### src/rtl/hold_until_release_ctrl_if.sv
// Bundles the start/release inputs and the hold/status outputs of hold_until_release_ctrl.
// The slave modport is the controller side. The master modport is the side that drives requests.
interface hold_until_release_ctrl_if #(
  parameter int CNT_W = 8
);
  logic             signal_a;
  logic             signal_c;
  logic             signal_d;
  logic             clr_err;
  logic             signal_b;
  logic             rel_valid;
  logic [1:0]       rel_cause;
  logic [CNT_W-1:0] hold_len;
  logic             timeout_err;
  logic [CNT_W-1:0] sess_cnt;

  modport slave (
    input  signal_a, signal_c, signal_d, clr_err,
    output signal_b, rel_valid, rel_cause, hold_len, timeout_err, sess_cnt
  );

  modport master (
    output signal_a, signal_c, signal_d, clr_err,
    input  signal_b, rel_valid, rel_cause, hold_len, timeout_err, sess_cnt
  );
endinterface

### src/rtl/hold_until_release_ctrl.sv
// Raises signal_b after a start pulse and holds it until release C/D or a MAX_HOLD timeout.
// Reports the release cause, the hold length, a sticky timeout flag and a saturating session count.
module hold_until_release_ctrl #(
  parameter int MAX_HOLD = 16,
  parameter int CNT_W    = 8
) (
  input  logic                      clk,
  input  logic                      reset,
  hold_until_release_ctrl_if.slave  bus
);

  typedef enum logic {
    S_IDLE = 1'b0,
    S_HOLD = 1'b1
  } state_t;

  localparam logic [CNT_W-1:0] L_MAX_HOLD = CNT_W'(MAX_HOLD);
  localparam logic [CNT_W-1:0] L_CNT_ONE  = CNT_W'(1);
  localparam logic [CNT_W-1:0] L_SESS_MAX = '1;

  state_t           r_state;
  state_t           w_state_nxt;
  logic [CNT_W-1:0] r_hold_cnt;
  logic [CNT_W-1:0] w_hold_cnt_nxt;
  logic             w_start;
  logic             w_release;
  logic             w_timeout;

  logic             r_signal_b;
  logic             r_rel_valid;
  logic [1:0]       r_rel_cause;
  logic [CNT_W-1:0] r_hold_len;
  logic             r_timeout_err;
  logic [CNT_W-1:0] r_sess_cnt;

  // NOTE: every signal gets a default first, so no path through the case can leave one unassigned and infer a latch.
  always_comb begin
    w_state_nxt    = r_state;
    w_hold_cnt_nxt = r_hold_cnt;
    w_start        = 1'b0;
    w_release      = 1'b0;
    w_timeout      = 1'b0;
    case (r_state)
      // Release inputs are ignored while idle, even when they coincide with a start.
      S_IDLE: begin
        if (bus.signal_a) begin
          w_state_nxt    = S_HOLD;
          w_hold_cnt_nxt = L_CNT_ONE;
          w_start        = 1'b1;
        end
      end
      // Release beats timeout, and timeout beats retrigger.
      S_HOLD: begin
        if (bus.signal_c || bus.signal_d) begin
          w_state_nxt = S_IDLE;
          w_release   = 1'b1;
        end else if (r_hold_cnt == L_MAX_HOLD) begin
          w_state_nxt = S_IDLE;
          w_timeout   = 1'b1;
        end else if (bus.signal_a) begin
          w_hold_cnt_nxt = L_CNT_ONE;
        end else begin
          w_hold_cnt_nxt = r_hold_cnt + L_CNT_ONE;
        end
      end
    endcase
  end

  // NOTE: sequential state uses non-blocking assignments, so every register samples pre-edge values.
  always_ff @(posedge clk) begin
    if (reset) begin
      r_state       <= S_IDLE;
      r_hold_cnt    <= '0;
      r_signal_b    <= 1'b0;
      r_rel_valid   <= 1'b0;
      r_rel_cause   <= 2'b00;
      r_hold_len    <= '0;
      r_timeout_err <= 1'b0;
      r_sess_cnt    <= '0;
    end else begin
      r_state     <= w_state_nxt;
      r_hold_cnt  <= w_hold_cnt_nxt;
      r_signal_b  <= (w_state_nxt == S_HOLD);
      r_rel_valid <= w_release || w_timeout;

      if (w_release) begin
        r_rel_cause <= {bus.signal_d, bus.signal_c};
        r_hold_len  <= r_hold_cnt;
      end else if (w_timeout) begin
        r_rel_cause <= 2'b00;
        r_hold_len  <= L_MAX_HOLD;
      end

      // A timeout on the same edge as clr_err leaves the flag set.
      if (w_timeout) begin
        r_timeout_err <= 1'b1;
      end else if (bus.clr_err) begin
        r_timeout_err <= 1'b0;
      end

      if (w_start && (r_sess_cnt != L_SESS_MAX)) begin
        r_sess_cnt <= r_sess_cnt + L_CNT_ONE;
      end
    end
  end

  assign bus.signal_b    = r_signal_b;
  assign bus.rel_valid   = r_rel_valid;
  assign bus.rel_cause   = r_rel_cause;
  assign bus.hold_len    = r_hold_len;
  assign bus.timeout_err = r_timeout_err;
  assign bus.sess_cnt    = r_sess_cnt;

endmodule

### src/flat_wrapper.sv
// flat-port wrapper written by rule: the top's interface ports become plain ports
module hold_until_release_ctrl_flat 
#(
  parameter int MAX_HOLD = 16,
  parameter int CNT_W    = 8
)
  (clk, reset, bus_signal_a, bus_signal_c, bus_signal_d, bus_clr_err, bus_signal_b, bus_rel_valid, bus_rel_cause, bus_hold_len, bus_timeout_err, bus_sess_cnt);
  hold_until_release_ctrl_if #(.CNT_W(CNT_W)) bus_i ();
  input  logic clk;
  input  logic reset;
  input wire logic [$bits(bus_i.signal_a)-1:0] bus_signal_a;
  input wire logic [$bits(bus_i.signal_c)-1:0] bus_signal_c;
  input wire logic [$bits(bus_i.signal_d)-1:0] bus_signal_d;
  input wire logic [$bits(bus_i.clr_err)-1:0] bus_clr_err;
  output wire logic [$bits(bus_i.signal_b)-1:0] bus_signal_b;
  output wire logic [$bits(bus_i.rel_valid)-1:0] bus_rel_valid;
  output wire logic [$bits(bus_i.rel_cause)-1:0] bus_rel_cause;
  output wire logic [$bits(bus_i.hold_len)-1:0] bus_hold_len;
  output wire logic [$bits(bus_i.timeout_err)-1:0] bus_timeout_err;
  output wire logic [$bits(bus_i.sess_cnt)-1:0] bus_sess_cnt;
  assign bus_i.signal_a = bus_signal_a;
  assign bus_i.signal_c = bus_signal_c;
  assign bus_i.signal_d = bus_signal_d;
  assign bus_i.clr_err = bus_clr_err;
  assign bus_signal_b = bus_i.signal_b;
  assign bus_rel_valid = bus_i.rel_valid;
  assign bus_rel_cause = bus_i.rel_cause;
  assign bus_hold_len = bus_i.hold_len;
  assign bus_timeout_err = bus_i.timeout_err;
  assign bus_sess_cnt = bus_i.sess_cnt;
  hold_until_release_ctrl #(.MAX_HOLD(MAX_HOLD), .CNT_W(CNT_W)) u_core (.clk(clk), .reset(reset), .bus(bus_i));
endmodule
### config.mk
export PLATFORM = sky130hd
export DESIGN_NAME = hold_until_release_ctrl_flat
export DESIGN_NICKNAME = d
export VERILOG_FILES = /design/src/rtl/hold_until_release_ctrl_if.sv /design/src/rtl/hold_until_release_ctrl.sv /design/src/flat_wrapper.sv
export SDC_FILE = /design/constraint.sdc
export NUM_CORES = 1
export LEC_CHECK = 0
export ABC_AREA = 1
export CAP_MARGIN = 20
export CORE_ASPECT_RATIO = 1.1
export CORE_UTILIZATION = 25
export CTS_CLUSTER_DIAMETER = 200
export DETAILED_ROUTE_END_ITERATION = 7
export GPL_TIMING_DRIVEN = 0
export PLACE_DENSITY = 0.48
export SYNTH_ARGS = -nofsm -noshare
export SYNTH_HDL_FRONTEND = slang
export SYNTH_SLANG_ARGS = --single-unit
### constraint.sdc
create_clock -name clk -period 1.5 [get_ports clk]
set_input_delay 0.15 -clock clk [delete_from_list [all_inputs] [get_ports clk]]
set_output_delay 0.15 -clock clk [all_outputs]
set_load 0.05 [all_outputs]
# [Word-level counts from Yosys, hierarchy flattened]
# Index checks and enable logic that the tools add are counted.
[word_totals] ff_bits=29 in_bits=6 out_inout_bits=21
[classes] add_sub_neg=2 eq_ne=5 n_mux=21 n_bitwise=1 n_reduce_logical=6
[ops] operator="$mux W8" n=6
[ops] operator="$add A8 B1 Y8 const B" n=2
[ops] operator="$pmux W8 S2" n=1
[ops] operator="$mux W1" n=11
[ops] operator="$eq A8 B5 Y1 const B" n=1
[ops] operator="$ne A8 B8 Y1 const B" n=1
[ops] operator="$ne A2 B2 Y1 const B" n=3
[ops] operator="$mux W2" n=2
[ops] operator="$reduce_bool A2 Y1" n=2
[ops] operator="$reduce_and A3 Y1" n=1
[ops] operator="$logic_or A1 B1 Y1" n=2
[ops] operator="$pmux W1 S2" n=1
[ops] operator="$logic_and A1 B1 Y1" n=1
[ops] operator="$not A1 Y1" n=1

# [Logic depth before layout (Yosys ltp)]
[depth] word_depth=6 ltp_mapped=11 mapped_depth_nobuf=11

# [Worst setup path after synthesis]
# No wires, ideal clock.
[synth_timing] kind="register to register" from="register u_core.r_sess_cnt[0], in the netlist u_core.bus.sess_cnt[0]" to="register u_core.r_sess_cnt[0], in the netlist u_core.bus.sess_cnt[0]" setup_time_ns=0.146 t_arrival_ns=1.586 t_required_ns=1.354 setup_slack_ns=-0.233 path_stages_with_launch=9 n_path_buf=0 period_less_slack_ns=1.733 path_cell_list="dfxtp_1 > ha_1 > nand3_1 > nor2_1 > nand2_1 > nand2_2 > inv_4 > o21ai_0 > a21oi_1"
[synth_via] elab_chain_len=2 elab_cells_between_ends=3
[synth_rtl] item="from (decl)" line_no="hold_until_release_ctrl.sv:34" text="logic [CNT_W-1:0] r_sess_cnt;"
[synth_rtl] item="from (signal assigned)" line_no="hold_until_release_ctrl.sv:102" text="r_sess_cnt <= r_sess_cnt + L_CNT_ONE;"
[synth_rtl] item="parallel branches: the longest is 2 deep, another holds $add A8 B1 Y8"
# Several ways; the timed one is not identified.
# A chain may end at the register's enable or synchronous reset.

# [Worst setup path in the final report]
[layout_timing] from="register u_core.r_sess_cnt[2], in the netlist u_core.bus.sess_cnt[2]" to="output bus_sess_cnt[2]"
[layout_lines] item="to (decl)" line_no="flat_wrapper.sv:20" text="output wire logic [$bits(bus_i.sess_cnt)-1:0] bus_sess_cnt;"
# No word-level cell between the ends.

==> results.md <==
* Die Footprint at 5790 sq um
* Clk pin slew, worst setup/hold paths at 60 ps
* Skew final at 4.65 ps
* Area delta synth->final at 34.6%
* Core Footprint at 5130 sq um
* CTS root buf: clkbuf_8
* Run status: finished, final reports clean
* Via count at 1303
* Syn Std Cell Area at 1370 sq um
* Hold Crit Class: register to register
* Ys Warns at 0
* Die height at 79.7 um
* H-tree levels at 2
* Final WS setup at 90.1 ps
* Initial antenna violation count at 0
* Synth Register Bits at 29
* Fillcell total at 584
* Average routed wire per standard cell at 10.9 um
* Num ports at 27
* Clock tree buffer depth at 2
* Worst path depth at 1
* Top cell family by delay on the critical path: buffers and inverters
* Largest net degree at the start of global routing at 12
* P_leak at 0.768 nW
* Element type at the critical path end: output pin
* Worst-Margin Slew at 514 ps
* Pre-CTS WS at -172 ps
* PortBufs at 26
* TritonCTS buffer count at 5
* Placed Area at 1730 sq um
* CTS sink cnt at 29
* Final Hold Fails at 0
* Hold Buf Count CTS at 0
* Ratio of cells with drive above 1 in the final layout at 0.148
* DR iter-0 viols at 50
* Worst-path cell chain: dlygate4sd2_1
* Post-detail-place hpwl at 2360 um
* P per Cell Area at 882 nW/um^2
* Final #Nets at 238
* Seq/Total Area, Yosys at 0.423
* Antenna-violating nets left at 0
* Vias in the first global route at 1183
* Total power at 1.63 mW
* Diode count at 0
* TritonRoute pass-1 iters at 4
* Gate Count Post-Synth at 193
* Synthesized Nets at 202
* Slew Limit Fails at 0
* GRT Overall Usage at 0.126
* Crit path time final at 1410 ps
* Worst hold stages at 2
* GR Overflow Total at 0
* Syn avg cell area at 7.11 sq um
* Final worst-path cycle share at 0.940
* Final setup violating endpoints at 0
* CP max FO at 6
* Max cap viols at 0
* Residual DRC at 0
* Clk_lat worst skew at 280 ps
* Critical path type: register to output pin
* CTS tree: yes
* Max VDD drop at 0.299 mV
* Util after Layout at 0.360
* First-pass GRT wire length at 5540 um
* RSZ-0062 raised after global routing: no
* Critical Path Start Type: register
* CP max stage cell: dlygate4sd2_1
* R2r worst-path depth at 9
* Initial Util at 0.267
* Post-route cell area at 1850 sq um
* Routed Wire Length at 3300 um
* # rows at 27
* Critical path arrival at 1260 ps
* Die Wd at 72.7 um
* Crit path required time at 1350 ps
* Netlist cell types at 23
* GPL Wtd Cong at 0.744
* Buf/Inv on CP at 1
* Fmax at 709 MHz
* Slew margin rel. at 0.657
* Worst path max stage delay at 550 ps
* Via density at 4.31
## cells by family after synthesis
logic type / after synthesis / synth area share
buffers and inverters: 24 / 0.0675
AND/OR/NAND/NOR: 100 / 0.332
adder cells (fa/ha/maj): 3 / 0.0274
XOR/XNOR: 4 / 0.0255
AO/OA/AOI/OAI: 33 / 0.125
flip-flops: 29 / 0.423
## timing repair
| item | in CTS | in global routing |
|---|---|---|
| gates cloned | 1 | 1 |
| gates resized for setup | 21 | 12 |
| setup buffers | 0 | 1 |
| pin swaps | 1 | 4 |
| endpoints found under the setup margin | 22 | 25 |
## flip-flops by register name, summed over array words and instances (netlist names)
name                    cells
u_core.bus.signal_b         1
u_core.bus.rel_valid        1
u_core.bus.sess_cnt         8
u_core.bus.rel_cause        2
u_core.bus.timeout_err      1
u_core.r_hold_cnt           8
u_core.bus.hold_len         8
## worst paths after layout
kind / startpoint / end / slack, ps
max: u_core.bus.sess_cnt[2] / bus_sess_cnt[2] / 90
min: u_core.bus.rel_cause[0] / u_core.bus.rel_cause[0] / 460
max reg2reg: u_core.r_hold_cnt[0] / u_core.bus.hold_len[2] / 110
min reg2reg: u_core.bus.rel_cause[0] / u_core.bus.rel_cause[0] / 460
## power breakdown
group,internal [mW],switching [mW],leakage [nW]
Combinational,0.0588,0.143,0.484
Clock,0.321,0.298,0.0450
Sequential,0.790,0.0196,0.238
## area by class of cell
class                      count  area (sq um)  share of cell area
tap                           72          90.1              0.0487
sequential                    29           596               0.322
timing repair buffer          27           241               0.131
inverter                      22          85.1              0.0460
buffer                         2          7.51             0.00406
multi-input combinational    142           746               0.404
clock buffer                   6          72.6              0.0393
clock inverter                 2          10.0             0.00542
## synthesized netlist by cell type
cell	number	area (sq um)
nand2_1	58	218
o21ai_0	8	40.0
nor3_4	1	16.3
nand2_2	3	18.8
inv_1	17	63.8
a21oi_1	23	115
nand2_4	1	11.3
nand4_1	1	6.26
o211ai_1	1	7.51
inv_4	1	6.26
dfxtp_1	29	581
nor3_1	3	15.0
a21oi_2	1	8.76
nor2_4	2	22.5
xor2_1	2	17.5
clkbuf_1	2	7.51
ha_1	3	37.5
nor2_1	12	45.0
nand3_1	15	75.1
inv_2	4	15.0
xnor2_1	2	17.5
nor2_2	2	12.5
nand3b_1	2	15.0
## per-layer routing
layer | wire length (um) | vias up | track usage
li1 | - | 691 | -
met1 | 1650 | 578 | 0.165
met2 | 1410 | 25 | 0.186
met3 | 130 | 9 | 0.0354
met4 | 97 | 0 | 0.0706
met5 | 0 | - | 0
## cell usage in the layout (no fill, tap or decap), types with 5 or more instances in the layout
master	synthesis	layout
clkbuf_8	0	5
nor2_1	12	11
dfxtp_1	29	23
a21oi_1	23	22
clkdlybuf4s50_1	0	5
o21ai_0	8	7
inv_1	17	17
nand2_1	58	58
nand3_1	15	15
dlygate4sd2_1	0	21
## stage by stage
stage	hold slack (ps)	cells	setup TNS [ps]
floorplan	209	193	-4.82
finish	455	302	0
detailed placement	447	291	-1970
global placement	448	291	-2650
CTS	455	300	0
global route	475	302	0
(Power assumes the default switching activity.)
